## src/rtl/rs232_host_pkg.sv

```systemverilog
// Shared constants and state encodings for the rs232_host serial command master.
package rs232_host_pkg;

  localparam logic [7:0] OP_READ    = 8'h52;
  localparam logic [7:0] OP_READ_A3 = 8'h72;
  localparam logic [7:0] OP_WRITE   = 8'h57;

  localparam logic [7:0] ACK = 8'h06;
  localparam logic [7:0] NAK = 8'h15;
  localparam logic [7:0] TMO = 8'hEE;

  typedef enum logic [2:0] {
    ST_IDLE,
    ST_GET_LO,
    ST_GET_HI,
    ST_ISSUE,
    ST_WAIT_DONE,
    ST_SEND
  } host_state_e;

  typedef enum logic [2:0] {
    RX_IDLE,
    RX_START,
    RX_DATA,
    RX_STOP,
    RX_BREAK
  } rx_state_e;

endpackage

```

## src/rtl/rs232_host_rx.sv

```systemverilog
// 8N1 deserializer: mid-bit sampling, one-cycle byte strobe, framing-error pulse.
module rs232_host_rx
  import rs232_host_pkg::*;
#(
  parameter int bitTime = 868
) (
  input  logic       clock,
  input  logic       reset,
  input  logic       rxd_i,
  output logic [7:0] data_o,
  output logic       strobe_o,
  output logic       frame_err_o
);

  localparam int CW = $clog2(bitTime + 1);

  rx_state_e     state_q, state_d;
  logic [1:0]    sync_q;
  logic [CW-1:0] cnt_q, cnt_d;
  logic [2:0]    bits_q, bits_d;
  logic [7:0]    shift_q, shift_d;
  logic          strobe_q, strobe_d;
  logic          ferr_q, ferr_d;
  logic          rx;

  assign rx          = sync_q[1];
  assign data_o      = shift_q;
  assign strobe_o    = strobe_q;
  assign frame_err_o = ferr_q;

  always_comb begin
    state_d  = state_q;
    cnt_d    = cnt_q;
    bits_d   = bits_q;
    shift_d  = shift_q;
    strobe_d = 1'b0;
    ferr_d   = 1'b0;
    case (state_q)
      RX_IDLE: begin
        cnt_d = '0;
        if (!rx) state_d = RX_START;
      end
      RX_START: begin
        if (cnt_q == CW'(bitTime / 2 - 1)) begin
          cnt_d   = '0;
          bits_d  = '0;
          state_d = rx ? RX_IDLE : RX_DATA;
        end else begin
          cnt_d = cnt_q + CW'(1);
        end
      end
      RX_DATA: begin
        if (cnt_q == CW'(bitTime - 1)) begin
          cnt_d   = '0;
          shift_d = {rx, shift_q[7:1]};
          bits_d  = bits_q + 3'd1;
          if (bits_q == 3'd7) state_d = RX_STOP;
        end else begin
          cnt_d = cnt_q + CW'(1);
        end
      end
      RX_STOP: begin
        if (cnt_q == CW'(bitTime - 1)) begin
          cnt_d = '0;
          if (rx) begin
            strobe_d = 1'b1;
            state_d  = RX_IDLE;
          end else begin
            ferr_d  = 1'b1;
            state_d = RX_BREAK;
          end
        end else begin
          cnt_d = cnt_q + CW'(1);
        end
      end
      // A low stop bit may be a break; resync only once the line is idle again.
      RX_BREAK: if (rx) state_d = RX_IDLE;
      default:  state_d = RX_IDLE;
    endcase
  end

  always_ff @(posedge clock) begin
    if (reset) begin
      state_q  <= RX_IDLE;
      sync_q   <= 2'b11;
      cnt_q    <= '0;
      bits_q   <= '0;
      shift_q  <= '0;
      strobe_q <= 1'b0;
      ferr_q   <= 1'b0;
    end else begin
      state_q  <= state_d;
      sync_q   <= {sync_q[0], rxd_i};
      cnt_q    <= cnt_d;
      bits_q   <= bits_d;
      shift_q  <= shift_d;
      strobe_q <= strobe_d;
      ferr_q   <= ferr_d;
    end
  end

endmodule

```

## src/rtl/rs232_host.sv

```systemverilog
// RS232-to-local-I/O command bridge: parser FSM, device handshake and 8N1 transmitter.
// RS232_HOST_TIMEOUT_EN adds a done-wait watchdog that answers 0xEE.
module rs232_host
  import rs232_host_pkg::*;
#(
  parameter int bitTime       = 868,
  parameter int timeoutCycles = 4096
) (
  input  logic        clock,
  input  logic        reset,
  input  logic        RxD,
  output logic        TxD,
  output logic        sel,
  output logic        read,
  output logic        a3,
  output logic [9:0]  wq,
  input  logic        rwq,
  input  logic [31:0] rq,
  input  logic        wrq,
  input  logic        done
);

  localparam int CW = $clog2(bitTime + 1);

  host_state_e   state_q, state_d;
  logic          sel_q, sel_d, read_q, read_d, a3_q, a3_d;
  logic [9:0]    wq_q, wq_d;
  logic [7:0]    lo_q, lo_d;
  logic [31:0]   data_q, data_d, resp_q, resp_d;
  logic [2:0]    nbytes_q, nbytes_d;
  logic          txd_q, txd_d, txact_q, txact_d, tx_load;
  logic [8:0]    frame_q, frame_d;
  logic [3:0]    bidx_q, bidx_d;
  logic [CW-1:0] tcnt_q, tcnt_d;
  logic [7:0]    rx_byte;
  logic          rx_stb, rx_ferr;
  logic          unused_ok;

`ifdef RS232_HOST_TIMEOUT_EN
  localparam int TW = $clog2(timeoutCycles + 1);
  logic [TW-1:0] tmo_q, tmo_d;
`endif

  // The device's consume strobe is informational only.
  assign unused_ok = &{1'b0, rwq, timeoutCycles > 0};

  assign TxD  = txd_q;
  assign sel  = sel_q;
  assign read = read_q;
  assign a3   = a3_q;
  assign wq   = wq_q;

  rs232_host_rx #(.bitTime(bitTime)) u_rx (
    .clock       (clock),
    .reset       (reset),
    .rxd_i       (RxD),
    .data_o      (rx_byte),
    .strobe_o    (rx_stb),
    .frame_err_o (rx_ferr)
  );

  always_comb begin
    state_d  = state_q;
    sel_d    = sel_q;
    read_d   = read_q;
    a3_d     = a3_q;
    wq_d     = wq_q;
    lo_d     = lo_q;
    data_d   = data_q;
    resp_d   = resp_q;
    nbytes_d = nbytes_q;
    txd_d    = txd_q;
    txact_d  = txact_q;
    frame_d  = frame_q;
    bidx_d   = bidx_q;
    tcnt_d   = tcnt_q;
    tx_load  = 1'b0;
`ifdef RS232_HOST_TIMEOUT_EN
    tmo_d    = tmo_q;
`endif
    case (state_q)
      ST_IDLE: begin
        if (rx_stb) begin
          if (rx_byte == OP_READ || rx_byte == OP_READ_A3) begin
            sel_d   = 1'b1;
            read_d  = 1'b1;
            a3_d    = (rx_byte == OP_READ_A3);
            wq_d    = '0;
            state_d = ST_ISSUE;
          end else if (rx_byte == OP_WRITE) begin
            state_d = ST_GET_LO;
          end else begin
            resp_d   = {24'h0, NAK};
            nbytes_d = 3'd1;
            state_d  = ST_SEND;
          end
        end
      end
      ST_GET_LO: begin
        if (rx_ferr) state_d = ST_IDLE;
        else if (rx_stb) begin
          lo_d    = rx_byte;
          state_d = ST_GET_HI;
        end
      end
      ST_GET_HI: begin
        if (rx_ferr) state_d = ST_IDLE;
        else if (rx_stb) begin
          sel_d   = 1'b1;
          read_d  = 1'b0;
          a3_d    = 1'b0;
          wq_d    = {rx_byte[1:0], lo_q};
          state_d = ST_ISSUE;
        end
      end
      ST_ISSUE: begin
        data_d  = '0;
        state_d = ST_WAIT_DONE;
`ifdef RS232_HOST_TIMEOUT_EN
        tmo_d   = '0;
`endif
      end
      ST_WAIT_DONE: begin
        if (wrq) data_d = rq;
        if (done) begin
          sel_d    = 1'b0;
          resp_d   = read_q ? (wrq ? rq : data_q) : {24'h0, ACK};
          nbytes_d = read_q ? 3'd4 : 3'd1;
          state_d  = ST_SEND;
        end
`ifdef RS232_HOST_TIMEOUT_EN
        else if (tmo_q == TW'(timeoutCycles - 1)) begin
          sel_d    = 1'b0;
          resp_d   = {24'h0, TMO};
          nbytes_d = 3'd1;
          state_d  = ST_SEND;
        end else begin
          tmo_d = tmo_q + TW'(1);
        end
`endif
      end
      ST_SEND: begin
        if (!txact_q) begin
          tx_load = 1'b1;
        end else if (tcnt_q == CW'(bitTime - 1)) begin
          tcnt_d = '0;
          if (bidx_q == 4'd9) begin
            // Stop bit finished: chain the next byte with no idle gap.
            if (nbytes_q != 3'd0) tx_load = 1'b1;
            else begin
              txact_d = 1'b0;
              state_d = ST_IDLE;
            end
          end else begin
            txd_d   = frame_q[0];
            frame_d = {1'b0, frame_q[8:1]};
            bidx_d  = bidx_q + 4'd1;
          end
        end else begin
          tcnt_d = tcnt_q + CW'(1);
        end
      end
      default: state_d = ST_IDLE;
    endcase
    if (tx_load) begin
      txact_d  = 1'b1;
      txd_d    = 1'b0;
      frame_d  = {1'b1, resp_q[7:0]};
      resp_d   = {8'h00, resp_q[31:8]};
      nbytes_d = nbytes_q - 3'd1;
      bidx_d   = '0;
      tcnt_d   = '0;
    end
  end

  always_ff @(posedge clock) begin
    if (reset) begin
      state_q  <= ST_IDLE;
      sel_q    <= 1'b0;
      read_q   <= 1'b0;
      a3_q     <= 1'b0;
      wq_q     <= '0;
      lo_q     <= '0;
      data_q   <= '0;
      resp_q   <= '0;
      nbytes_q <= '0;
      txd_q    <= 1'b1;
      txact_q  <= 1'b0;
      frame_q  <= '1;
      bidx_q   <= '0;
      tcnt_q   <= '0;
`ifdef RS232_HOST_TIMEOUT_EN
      tmo_q    <= '0;
`endif
    end else begin
      state_q  <= state_d;
      sel_q    <= sel_d;
      read_q   <= read_d;
      a3_q     <= a3_d;
      wq_q     <= wq_d;
      lo_q     <= lo_d;
      data_q   <= data_d;
      resp_q   <= resp_d;
      nbytes_q <= nbytes_d;
      txd_q    <= txd_d;
      txact_q  <= txact_d;
      frame_q  <= frame_d;
      bidx_q   <= bidx_d;
      tcnt_q   <= tcnt_d;
`ifdef RS232_HOST_TIMEOUT_EN
      tmo_q    <= tmo_d;
`endif
    end
  end

endmodule

```

## config.mk

```make
export PLATFORM = sky130hd
export DESIGN_NAME = rs232_host
export DESIGN_NICKNAME = d
export VERILOG_FILES = /design/src/rtl/rs232_host_pkg.sv /design/src/rtl/rs232_host_rx.sv /design/src/rtl/rs232_host.sv
export SDC_FILE = /design/constraint.sdc
export NUM_CORES = 1
export LEC_CHECK = 0
export CELL_PAD_IN_SITES_DETAIL_PLACEMENT = 0
export CELL_PAD_IN_SITES_GLOBAL_PLACEMENT = 2
export CORE_MARGIN = 2
export CORE_UTILIZATION = 36
export DETAILED_ROUTE_END_ITERATION = 10
export PLACE_DENSITY_LB_ADDON = 0.1
export SKIP_LAST_GASP = 1
export SYNTH_ARGS = -nofsm -noshare
export SYNTH_HDL_FRONTEND = slang
export SYNTH_SLANG_ARGS = --single-unit
```

## constraint.sdc

```tcl
create_clock -name clock -period 2.9 [get_ports clock]
set_input_delay 0.725 -clock clock [delete_from_list [all_inputs] [get_ports clock]]
set_output_delay 0.725 -clock clock [all_outputs]
set_load 0.02 [all_outputs]
```

== Word-level counts from Yosys, hierarchy flattened ==
Index checks and enable logic that the tools add are counted.

* Bits in registers: 144
* Output and inout bits: 14

* $add $sub $neg: 5
* Equality and inequality tests: 41
* Muxes and demuxes: 84
* Bitwise gates (word level): 4
* Reduce and logical (&&, ||, !) cells: 29

{| class="wikitable"
|+ Operator list
! operator !! number
|-
| $mux W32 || 6
|-
| $pmux W32 S2 || 2
|-
| $mux W3 || 27
|-
| $mux W10 || 7
|-
| $mux W8 || 5
|-
| $pmux W10 S3 || 1
|-
| $mux W1 || 26
|-
| $eq A8 B7 Y1 const B || 3
|-
| $mux W24 || 1
|-
| $ne A2 B2 Y1 const B || 11
|-
| $add A10 B1 Y10 const B || 2
|-
| $eq A10 B10 Y1 const B || 2
|-
| $pmux W10 S2 || 1
|-
| $pmux W3 S6 || 1
|-
| $pmux W3 S5 || 1
|-
| $reduce_and A5 Y1 || 3
|-
| $ne A2 B1 Y1 const B || 7
|-
| $reduce_bool A2 Y1 || 7
|-
| $eq A3 B2 Y1 const B || 4
|-
| $eq A3 B3 Y1 const B || 4
|-
| $pmux W3 S2 || 2
|-
| $reduce_and A6 Y1 || 2
|-
| $reduce_bool A3 Y1 || 4
|-
| $eq A10 B9 Y1 const B || 1
|-
| other kinds (20) || 33
|}

== Depth between registers and ports, before layout ==
* Depth after elaboration: 8
* Depth in mapped cells: 10
* Mapped depth without buffers: 8

== Hierarchy ==
A second synthesis with hierarchy kept.

* Cells, all modules: 733
* Area total of the unflattened synthesis: 6592.6 um^2

{| class="wikitable"
|+ Modules (own cells, without submodules)
! module !! instances !! cells an instance !! area each (um^2) !! sequential area each (um^2)
|-
| rs232_host || 1 || 575 || 5226.3 || 2322.2
|-
| rs232_host_rx || 1 || 158 || 1366.3 || 560.5
|}

== Worst setup path before layout ==
No wires, ideal clock.

* Kind: input to register
* Start: input wrq
* End: register resp_q[3]
* Data arrival time: 2044 ps
* Required time: 2768 ps
* Slack: 723 ps
* Cell stages on the path: 7
* Buffers on the path: 3
* Path through: clkbuf_1 clkbuf_1 buf_2 mux2i_1 nor2_1 a21oi_1 a21oi_1

* Word-level cells in the longest chain between the ends: 5

{| class="wikitable"
|+ RTL lines
! what !! line !! RTL
|-
| start: declaration || rs232_host.sv:19 || <nowiki>input logic wrq,</nowiki>
|-
| $mux W32 || n/a ||
|-
| $mux W32 || rs232_host.sv:127 || <nowiki>resp_d = read_q ? (wrq ? rq : data_q) : {24'h0, ACK};</nowiki>
|-
| $mux W32 || rs232_host.sv:125 || <nowiki>if (done) begin</nowiki>
|-
| $pmux W32 S2 || rs232_host.sv:81 || <nowiki>case (state_q)</nowiki>
|-
| $mux W24 || rs232_host.sv:165 || <nowiki>if (tx_load) begin</nowiki>
|-
| end signal: assignment || rs232_host.sv:203 || <nowiki>resp_q <= resp_d;</nowiki>
|-
| end: declaration || rs232_host.sv:29 || <nowiki>logic [31:0] data_q, data_d, resp_q, resp_d;</nowiki>
|}

No other way between the ends. The select of a mux whose other input is x is not followed.
A chain may end at the register's enable or synchronous reset.

== Worst setup path in the final report ==
* Start: register nbytes_q[0]
* End: register resp_q[13]

* Word-level cells in the longest chain between the ends: 8

{| class="wikitable"
|+ RTL lines
! what !! line !! RTL
|-
| start: declaration || rs232_host.sv:30 || <nowiki>logic [2:0] nbytes_q, nbytes_d;</nowiki>
|-
| start signal: assignment || rs232_host.sv:204 || <nowiki>nbytes_q <= nbytes_d;</nowiki>
|-
| $reduce_bool A3 Y1 * || rs232_host.sv:149 || <nowiki>if (nbytes_q != 3'd0) tx_load = 1'b1;</nowiki>
|-
| $mux W1 * || rs232_host.sv:149 ||
|-
| $mux W1 * || rs232_host.sv:147 || <nowiki>if (bidx_q == 4'd9) begin</nowiki>
|-
| $mux W1 * || rs232_host.sv:145 || <nowiki>end else if (tcnt_q == CW'(bitTime - 1)) begin</nowiki>
|-
| $mux W1 * || rs232_host.sv:143 || <nowiki>if (!txact_q) begin</nowiki>
|-
| $mux W1 * || rs232_host.sv:81 ||
|-
| $ne A3 B2 Y1 (no line), or another cell as far along || n/a ||
|-
| $reduce_and A5 Y1 (no line) || n/a ||
|}

Mark *: on every way between the ends. The rest lies on a longest branch, timed or not.

==> qor.yml <==
die_area_mm2: 0.0189
finalSetupViolCount: 0
cp_num_buf_inv: 2
io_pins: 52
syn_nets: 757
clk-insertion-delay-late_ps: 430
grt_antenna_before_repair: 0
synthDistinctLibCells: 66
ys_warn_count: 0
cts_max_path_buffers: 2
h-tree-depth: 4
synth_sequential_area_ratio: 0.448
initial_core_util: 0.371
worstHoldPathType: "reg2reg"
fmax_mhz: 406
drt_iter0_drc: 220
maxCapViolations: 0
async_reset_ff_frac: 0
endpoint_kind: "register"
clk_pin_slew_worst_paths_ps: 60
synth_enable_flop_cells: 0
ant_nets: 0
critical_path.cell_chain: "inv_1, ha_1, ha_1, nand4bb_1, nor4_1, o21a_1, buf_4, a21oi_1, a21oi_1"
synth_area_mm2: 0.00643
cts_resized: 0
fin_crit_ps: 2460
fin_nets: 795
grt_pass1_wl_mm: 26.1
post_cts_buffers: 0
yosysTopAreaCellShare: 0.448
firstDrtPassIters: 5
avgViaCountPerCell: 5.35
die_x_um: 138
status: "complete, no violations"
required_ps: 3250
cpPeakStageDelay_ps: 500
place_hpwl_mm: 10.6
arrival_ps: 2820
die_h_um: 138
ys.flop_type: "dfxtp_1"
worst_pin_slew_ps: 818
cts_num_sinks: 144
worstSetupStartpointType: "register"
grt_max_degree: 41
hold_ws_ps: 414
slew_headroom: 0.454
drive_gt1_frac: 0.0986
p_leak_nw: 2.85
n_fill_cell: 1694
wl_per_cell_um: 15.9
grt_usage: 0.178
hold_buffers: 0
fin_crit_sh: 0.850
via_count: 5274
p_per_area_mw_per_mm2: 566
ys_top_cells_by_count: "dfxtp_1, nor2_1, a21oi_1"
yosysTopAreaCell: "dfxtp_1"
overflow: 0
hold_viol: 0
io_buffers: 50
cpMaxStageDelayCell: "o21a_1"
yosys.cell_count.top_type: "dfxtp_1"
clock-root-buffer: "clkbuf_16"
syn2layout_area_growth_pct: 20.4
vdd_ir_drop_max_v: 0.000434
place.gp.congestion: 0.808
rsz0062_at_grt: "false"
cts_tree: "done"
cp_max_fo: 13
drc_errors: 0
wirelength_mm: 15.7
antennaDiodeCount: 0
cp_top_family: "compound AO/OA/AOI/OAI gates"
synth-seq-cells: 144
synth_area_leaders: "dfxtp_1, mux2i_1, nor2_1"
synth_cells: 710
num_rows: 48
finalMaxSlewViolations: 0
cts_buffers: 17
critPathKind: "reg2reg"
first_global_vias: 5157
core_mm2: 0.0174
syn_avg_cell_area_um2: 9.06
fin_setup_tns_ps: 0
finClkSkew_ps: 10.2
## per-layer routing
metal / vias to the layer above / GRT usage / wire length [um]
met2: 86 / 0.262 / 6640
met3: 23 / 0.0327 / 497
met4: 0 / 0.0802 / 300
met5: - / 0 / 0
li1: 2640 / - / -
met1: 2525 / 0.251 / 8230
## layout make-up
type	instances	area, um^2	share of cell area
repair buffers	68	628	0.0812
flip-flops and latches	144	2880	0.372
multi-input cells	506	3310	0.427
clock buffers	17	425	0.0550
clock inverters	15	174	0.0225
well taps	225	282	0.0364
inverters	11	41.3	0.00533
## cells in the final DEF, fill, tap and decap left out, types with 7 or more instances in the layout
master and instances:
clkdlybuf4s50_1 48, nor3_1 7, and3_1 11, inv_1 11, clkbuf_16 17, nand2_1 33, nand2b_1 9, xor2_1 8
mux2_2 13, inv_6 7, nor2_1 109, mux2i_1 58, dfxtp_1 144, ha_1 9, nand3_1 37, a2bb2oi_1 9
a22o_1 11, buf_4 19, a21oi_1 63, a22oi_1 33
## path summary, 6_finish.rpt
check	slack (ps)	from	cells past startpoint	to
worst max-delay path	440	nbytes_q[0]	9	resp_q[13]
worst max register to register	440	nbytes_q[0]	9	resp_q[13]
worst min register to register	410	u_rx.sync_q[0]	1	u_rx.sync_q[1]
worst min-delay path	410	u_rx.sync_q[0]	1	u_rx.sync_q[1]
## stage by stage
stage	setup WS, ps	std cells	utilization	cell area [um^2]	power [mW]
after floorplan	723	710	-	6430	2.10
after global placement	451	954	0.411	7140	2.18
after detailed placement	422	954	0.411	7140	2.18
after CTS	417	986	0.446	7740	4.44
after global routing	225	986	0.446	7740	4.53
final	436	986	0.446	7740	4.38
## power by group
group	leakage [nW]	internal (mW)	switching [mW]
clock network	0.288	1.30	0.955
logic	1.40	0.0745	0.0751
registers	1.16	1.98	0.00239
total	2.85	3.35	1.03
## worst register-to-register path: stages, from the launching register on
cell,delay [ps]
dfxtp_1,350
inv_1,50
ha_1,190
ha_1,230
nand4bb_1,290
nor4_1,300
o21a_1,500
buf_4,270
a21oi_1,90
a21oi_1,130
## state kept, by name (all words and copies together), names as in the netlist, 4 cells and up
| name | count |
|---|---|
| bidx_q | 4 |
| u_rx.data_o | 8 |
| data_q | 32 |
| frame_q | 9 |
| resp_q | 32 |
| wq | 10 |
| u_rx.cnt_q | 10 |
| lo_q | 8 |
| tcnt_q | 10 |
## cell families (layout without fill, tap and decap cells)
kind of cell	Yosys count	after routing	synth area share
AND/OR/NAND/NOR	254	254	0.197
adder cells (fa/ha/maj)	9	9	0.0175
AO/OA/AOI/OAI	158	158	0.167
flip-flops	144	144	0.448
buffers and inverters	60	111	0.0383
XOR/XNOR	14	14	0.0191
multiplexers	71	71	0.113
No activity file was read; power rests on OpenSTA's default activity.
